**config.mk**
```make
export PLATFORM = sky130hd
export DESIGN_NAME = tcb_arbiter
export DESIGN_NICKNAME = d
export VERILOG_FILES = /design/src/rtl/tcb_arbiter_pkg.sv /design/src/rtl/tcb_arbiter_rr.sv /design/src/rtl/tcb_arbiter.sv
export SDC_FILE = /design/constraint.sdc
export NUM_CORES = 1
export LEC_CHECK = 0
export CORE_AREA = 2 2 123 125
export CTS_CLUSTER_DIAMETER = 200
export DETAILED_ROUTE_END_ITERATION = 16
export DIE_AREA = 0 0 125 127
export PLACE_DENSITY = 0.47
export SLEW_MARGIN = 10
export SYNTH_ARGS = -nofsm -noshare
export SYNTH_HDL_FRONTEND = slang
export SYNTH_SLANG_ARGS = --single-unit
export TNS_END_PERCENT = 1
```
**constraint.sdc**
```tcl
create_clock -name clk -period 2.27 [get_ports clk]
set_input_delay 0.454 -clock clk [delete_from_list [all_inputs] [get_ports clk]]
set_output_delay 0.454 -clock clk [all_outputs]
set_load 0.01 [all_outputs]
```
**src/rtl/tcb_arbiter_pkg.sv**
```systemverilog
// tcb_arbiter_pkg
//   Shared types and helpers for the TCB round-robin arbiter.
//   - clog2_min1 : index width for a manager count (never below 1 bit)
//   - idx_t      : manager index wide enough for the largest supported MN
//   - rsp_ent_t  : one response-routing pipeline entry {vld, idx}
package tcb_arbiter_pkg;

  localparam int MN_MAX    = 16;
  localparam int IDX_MAX_W = 4;

  typedef logic [IDX_MAX_W-1:0] idx_t;

  typedef struct packed {
    logic vld;
    idx_t idx;
  } rsp_ent_t;

  function automatic int clog2_min1(input int n);
    return (n <= 2) ? 1 : $clog2(n);
  endfunction

endpackage

```
**src/rtl/tcb_arbiter_rr.sv**
```systemverilog
// tcb_arbiter_rr
//   Combinational rotate-priority encoder. The grant goes to the first set
//   request at or after ptr (modulo MN); while lck is set the grant is pinned
//   to lck_idx regardless of the other requests.
// Ports:
//   req[MN]      request vector
//   ptr          highest-priority index
//   lck, lck_idx lock override
//   gnt_vld      a grant is active
//   gnt_idx      granted index
module tcb_arbiter_rr
  import tcb_arbiter_pkg::*;
#(
  parameter int MN = 2,
  parameter int IW = clog2_min1(MN)
)(
  input  logic [MN-1:0] req,
  input  logic [IW-1:0] ptr,
  input  logic          lck,
  input  logic [IW-1:0] lck_idx,
  output logic          gnt_vld,
  output logic [IW-1:0] gnt_idx
);

  localparam logic [IW:0] MN_V = (IW+1)'(MN);

  logic [2*MN-1:0] req_dbl;
  logic [MN-1:0]   req_rot;
  logic [IW-1:0]   off;
  logic [IW:0]     sum;

  always_comb begin
    // Rotate so that bit 0 is the request at ptr; the lowest set bit of the
    // rotated vector is the offset of the winner from ptr.
    req_dbl = {req, req} >> ptr;
    req_rot = req_dbl[MN-1:0];
    off = '0;
    for (int k = MN-1; k >= 0; k--) begin
      if (req_rot[k]) off = IW'(k);
    end
    sum = {1'b0, ptr} + {1'b0, off};
    if (sum >= MN_V) sum = sum - MN_V;
    gnt_vld = lck ? req[lck_idx] : |req;
    gnt_idx = lck ? lck_idx : sum[IW-1:0];
  end

endmodule

```
**src/rtl/tcb_arbiter.sv**
```systemverilog
// tcb_arbiter
//   Round-robin arbiter sharing one TCB subordinate among MN managers.
//   Requests are forwarded combinationally; responses are routed back to the
//   issuing manager DLY cycles after its transfer.
// Ports:
//   clk, rst                          clock, synchronous active-high reset
//   sub_vld/wen/ben/adr/wdt [MN]      manager-side request inputs
//   sub_rdy/rdt/err [MN]              manager-side handshake/response outputs
//   man_vld/wen/ben/adr/wdt           subordinate-side request outputs
//   man_rdy/rdt/err                   subordinate-side handshake/response inputs
module tcb_arbiter
  import tcb_arbiter_pkg::*;
#(
  parameter int MN  = 2,
  parameter int AW  = 32,
  parameter int DW  = 32,
  parameter int DLY = 1
)(
  input  logic                clk,
  input  logic                rst,
  input  logic                sub_vld [MN],
  input  logic                sub_wen [MN],
  input  logic [DW/8-1:0]     sub_ben [MN],
  input  logic [AW-1:0]       sub_adr [MN],
  input  logic [DW-1:0]       sub_wdt [MN],
  output logic                sub_rdy [MN],
  output logic [DW-1:0]       sub_rdt [MN],
  output logic                sub_err [MN],
  output logic                man_vld,
  output logic                man_wen,
  output logic [DW/8-1:0]     man_ben,
  output logic [AW-1:0]       man_adr,
  output logic [DW-1:0]       man_wdt,
  input  logic                man_rdy,
  input  logic [DW-1:0]       man_rdt,
  input  logic                man_err
);

  localparam int IW = clog2_min1(MN);

  logic [MN-1:0] req;
  logic [IW-1:0] ptr;
  logic          lck;
  logic [IW-1:0] lck_idx;
  logic          gnt_vld;
  logic [IW-1:0] gnt_idx;
  logic          trn;
  rsp_ent_t      pipe [DLY];
  rsp_ent_t      rsp;

  always_comb begin
    for (int i = 0; i < MN; i++) req[i] = sub_vld[i];
  end

  tcb_arbiter_rr #(.MN(MN), .IW(IW)) u_rr (
    .req     (req),
    .ptr     (ptr),
    .lck     (lck),
    .lck_idx (lck_idx),
    .gnt_vld (gnt_vld),
    .gnt_idx (gnt_idx)
  );

  assign trn = gnt_vld & man_rdy;
  assign rsp = pipe[DLY-1];

  always_ff @(posedge clk) begin
    if (rst) begin
      ptr     <= '0;
      lck     <= 1'b0;
      lck_idx <= '0;
      for (int s = 0; s < DLY; s++) pipe[s] <= '0;
    end else begin
      if (trn) ptr <= (gnt_idx == IW'(MN-1)) ? '0 : gnt_idx + 1'b1;
      // A stalled grant keeps ownership until its transfer completes.
      if (gnt_vld && !man_rdy) begin
        lck     <= 1'b1;
        lck_idx <= gnt_idx;
      end else if (trn) begin
        lck <= 1'b0;
      end
      pipe[0] <= '{vld: trn, idx: idx_t'(gnt_idx)};
      for (int s = 1; s < DLY; s++) pipe[s] <= pipe[s-1];
    end
  end

  always_comb begin
    man_vld = 1'b0;
    man_wen = 1'b0;
    man_ben = '0;
    man_adr = '0;
    man_wdt = '0;
    for (int i = 0; i < MN; i++) begin
      sub_rdy[i] = 1'b0;
      if (gnt_vld && gnt_idx == IW'(i)) begin
        man_vld    = sub_vld[i];
        man_wen    = sub_wen[i];
        man_ben    = sub_ben[i];
        man_adr    = sub_adr[i];
        man_wdt    = sub_wdt[i];
        sub_rdy[i] = man_rdy;
      end
    end
  end

  always_comb begin
    for (int i = 0; i < MN; i++) begin
      sub_rdt[i] = '0;
      sub_err[i] = 1'b0;
      if (rsp.vld && rsp.idx == idx_t'(i)) begin
        sub_rdt[i] = man_rdt;
        sub_err[i] = man_err;
      end
    end
  end

endmodule
```
==> impl_metrics.env <==
export IMPL_cts_root_buf="clkbuf_16"
export IMPL_ios=314
export IMPL_overflow=0
export IMPL_dp_hpwl_um=9320
export IMPL_antenna_cells=0
export IMPL_htreeDepth=1
export IMPL_critical_path_arrival_ps=1800
export IMPL_cts_buffers=3
export IMPL_status="finished clean"
export IMPL_p_comb_share_pct=72.6
export IMPL_crit_chain="nor2_1, a211oi_4, buf_4, bufbuf_16, a22o_1, clkdlybuf4s15_2"
export IMPL_min_path_type="flop to flop"
export IMPL_cp_end_kind="primary output"
export IMPL_p_sw_w=0.000448
export IMPL_place_congestion=0.782
export IMPL_critical_path_slowest_cell="dfxtp_4"
export IMPL_die_width_um=125
export IMPL_syn_num_nets=367
export IMPL_finalHoldViolCount=0
export IMPL_vias_per_cell=4.13
export IMPL_setup_violations=0
export IMPL_wl_per_cell_um=16.5
export IMPL_swShare_pct=31.3
export IMPL_p_clk_share_pct=20.1
export IMPL_detail_route_first_pass_iterations=4
export IMPL_cts_clk_slew_worst_paths_ps=30
export IMPL_drc=0
export IMPL_worstMarginPinSlew_ps=328
export IMPL_syn_area_um2=1510
export IMPL_cpLargestDelayFamily="buffers and inverters"
export IMPL_grt_pass1_wl_um=16900
export IMPL_worst_setup_path_start_kind="flop"
export IMPL_synth_seq_cells=5
export IMPL_critPathKind="flop to primary output"
export IMPL_fin_crit_ps=2260
export IMPL_grt_start_max_net_pins=34
export IMPL_port_buffers=313
export IMPL_synth_cell_type_count=24
export IMPL_nNetsFinal=697
export IMPL_vias=2905
export IMPL_rsz0062_at_grt="yes"
export IMPL_path_max_fanout=12
export IMPL_clk_latency_ps=230
export IMPL_grt_antenna_before_repair=1
export IMPL_yosysWarnings=0
export IMPL_avgSynthCellArea_um2=7.92
export IMPL_start_util_pct=10.5
export IMPL_period_share_pct=99.5
export IMPL_die_h_um=127
export IMPL_core_area_um2=14400
export IMPL_grtUsageTotal_pct=13.4
export IMPL_clock_skew_ps=0.666
export IMPL_clock_sinks=5
export IMPL_whs_ps=534
export IMPL_slew_violations=0
export IMPL_fmax_ghz=0.443
export IMPL_routed_wl_um=11600
export IMPL_areaGrowthSynthToFinish_pct=229
export IMPL_cts_tree="built"
export IMPL_grt_pass1_vias=3002
export IMPL_p_int_w=0.000983
export IMPL_row_count=44
export IMPL_design_area_um2=4980
export IMPL_maxCapViolCount=0
export IMPL_maxSlewHeadroom_pct=78.1
export IMPL_slowest_delay_ps=390
export IMPL_cp_required_ps=1820
export IMPL_drtIter0Drc=59
export IMPL_ir_worst_vdd_v=0.000220
export IMPL_netlist_instances=191
export IMPL_power_density_nw_per_um2=287
export IMPL_post_dp_cell_area_um2=4890
export IMPL_p_leak_nw=2.20
export IMPL_path_buf_inv=3
export IMPL_clk_path_buf_depth=2
export IMPL_p_seq_share_pct=7.2
export IMPL_seq_area_frac_synth_pct=6.62
export IMPL_ant_nets=0
export IMPL_drive_above_1_share_pct=22.9
export IMPL_dieArea_um2=15900
## what timing repair did
action / in CTS / in global routing
resized for setup: 289 / 16
hold buffers: 0 / 0
pin swaps: 6 / 3
cloned: 4 / 2
setup buffers: 10 / 0
setup endpoints to repair: 72 / 67
## stage by stage
step                      total power (W)  setup TNS (ps)  worst slack (ps)  instances  utilization (%)
after floorplan                  0.000471               0               399        191                -
after global placement            0.00116          -39990              -608        686             33.9
after detailed placement          0.00116          -40170              -623        686             33.9
after CTS                         0.00145            -289             -45.4        704             34.7
after global routing              0.00152            -476             -66.6        704             34.5
final                             0.00143               0              11.1        704             34.5
## cells by family (layout without fill, tap and decap cells)
group / after synthesis / in the layout / share of synthesized area (%)
flops: 5 / 5 / 6.62
mux: 1 / 1 / 0.662
compound gates: 80 / 80 / 47.0
buf+inv: 28 / 357 / 14.1
simple gates: 77 / 77 / 31.6
## routing by layer
layer	vias up	routed length, µm	track usage [%]
met5	-	13	0
li1	1400	-	-
met2	191	6050	25.8
met1	1304	4280	14.1
met4	2	124	2.55
met3	8	1120	4.65
## cells in the final DEF (no fill, tap or decap), types with 3 or more instances in the layout
| master | count |
|---|---|
| buf_6 | 4 |
| and3_1 | 33 |
| buf_4 | 19 |
| buf_2 | 59 |
| a22o_1 | 69 |
| clkdlybuf4s50_1 | 240 |
| dfxtp_1 | 3 |
| and2_1 | 35 |
| nor2_1 | 4 |
| clkbuf_16 | 5 |
| clkdlybuf4s15_2 | 12 |
| buf_12 | 8 |
## power by group through the flow
stage	clock network (W)	logic [W]	registers, W
final	0.000288	0.00104	0.000103
after global routing	0.000301	0.00111	0.000105
after CTS	0.000292	0.00105	0.000103
after detailed placement	0	0.00106	0.000103
after global placement	0	0.00106	0.000104
after floorplan	0	0.000367	0.000104
## synthesized netlist by cell type, drive strengths merged
| master | n | area (µm²) |
|---|---|---|
| a22o | 69 | 604 |
| and2 | 35 | 219 |
| and3 | 33 | 206 |
| buf | 15 | 165 |
| clkbuf | 9 | 33.8 |
| dfxtp | 5 | 100 |
| inv | 4 | 15.0 |
| nor2 | 4 | 15.0 |
| nor2b | 3 | 26.3 |
| a211oi | 2 | 27.5 |
| a21oi | 2 | 10.0 |
| a221oi | 2 | 35.0 |
| o21ai | 2 | 10.0 |
| a2bb2oi | 1 | 8.76 |
| a311oi | 1 | 8.76 |
| a31oi | 1 | 6.26 |
| mux2i | 1 | 10.0 |
| nand2 | 1 | 3.75 |
| nor3b | 1 | 7.51 |
## flip-flops by register name (all words and copies together) (netlist names)
name,cells
pipe,2
lck,1
lck_idx,1
ptr,1
## worst min-delay path, stage by stage (launching register included)
cell and delay, ps:
dfxtp_2 350, inv_1 60, a221oi_1 70
## area by class of cell
type / instances / area, µm²
clock buffer: 4 / 78.8
fill: 1521 / 9450
inverter: 4 / 15.0
multi-input combinational: 158 / 1210
sequential: 5 / 105
tap: 184 / 230
timing repair buffer: 349 / 3340
## path summary, 6_finish.rpt
kind	from	end	slack, ps	cells past startpoint
min reg2reg	lck_idx	lck_idx	530	2
max	lck	man_wdt[28]	10	6
max reg2reg	lck	lck_idx	850	6
min	lck_idx	lck_idx	530	2
No activity file was read; power rests on OpenSTA's default activity.
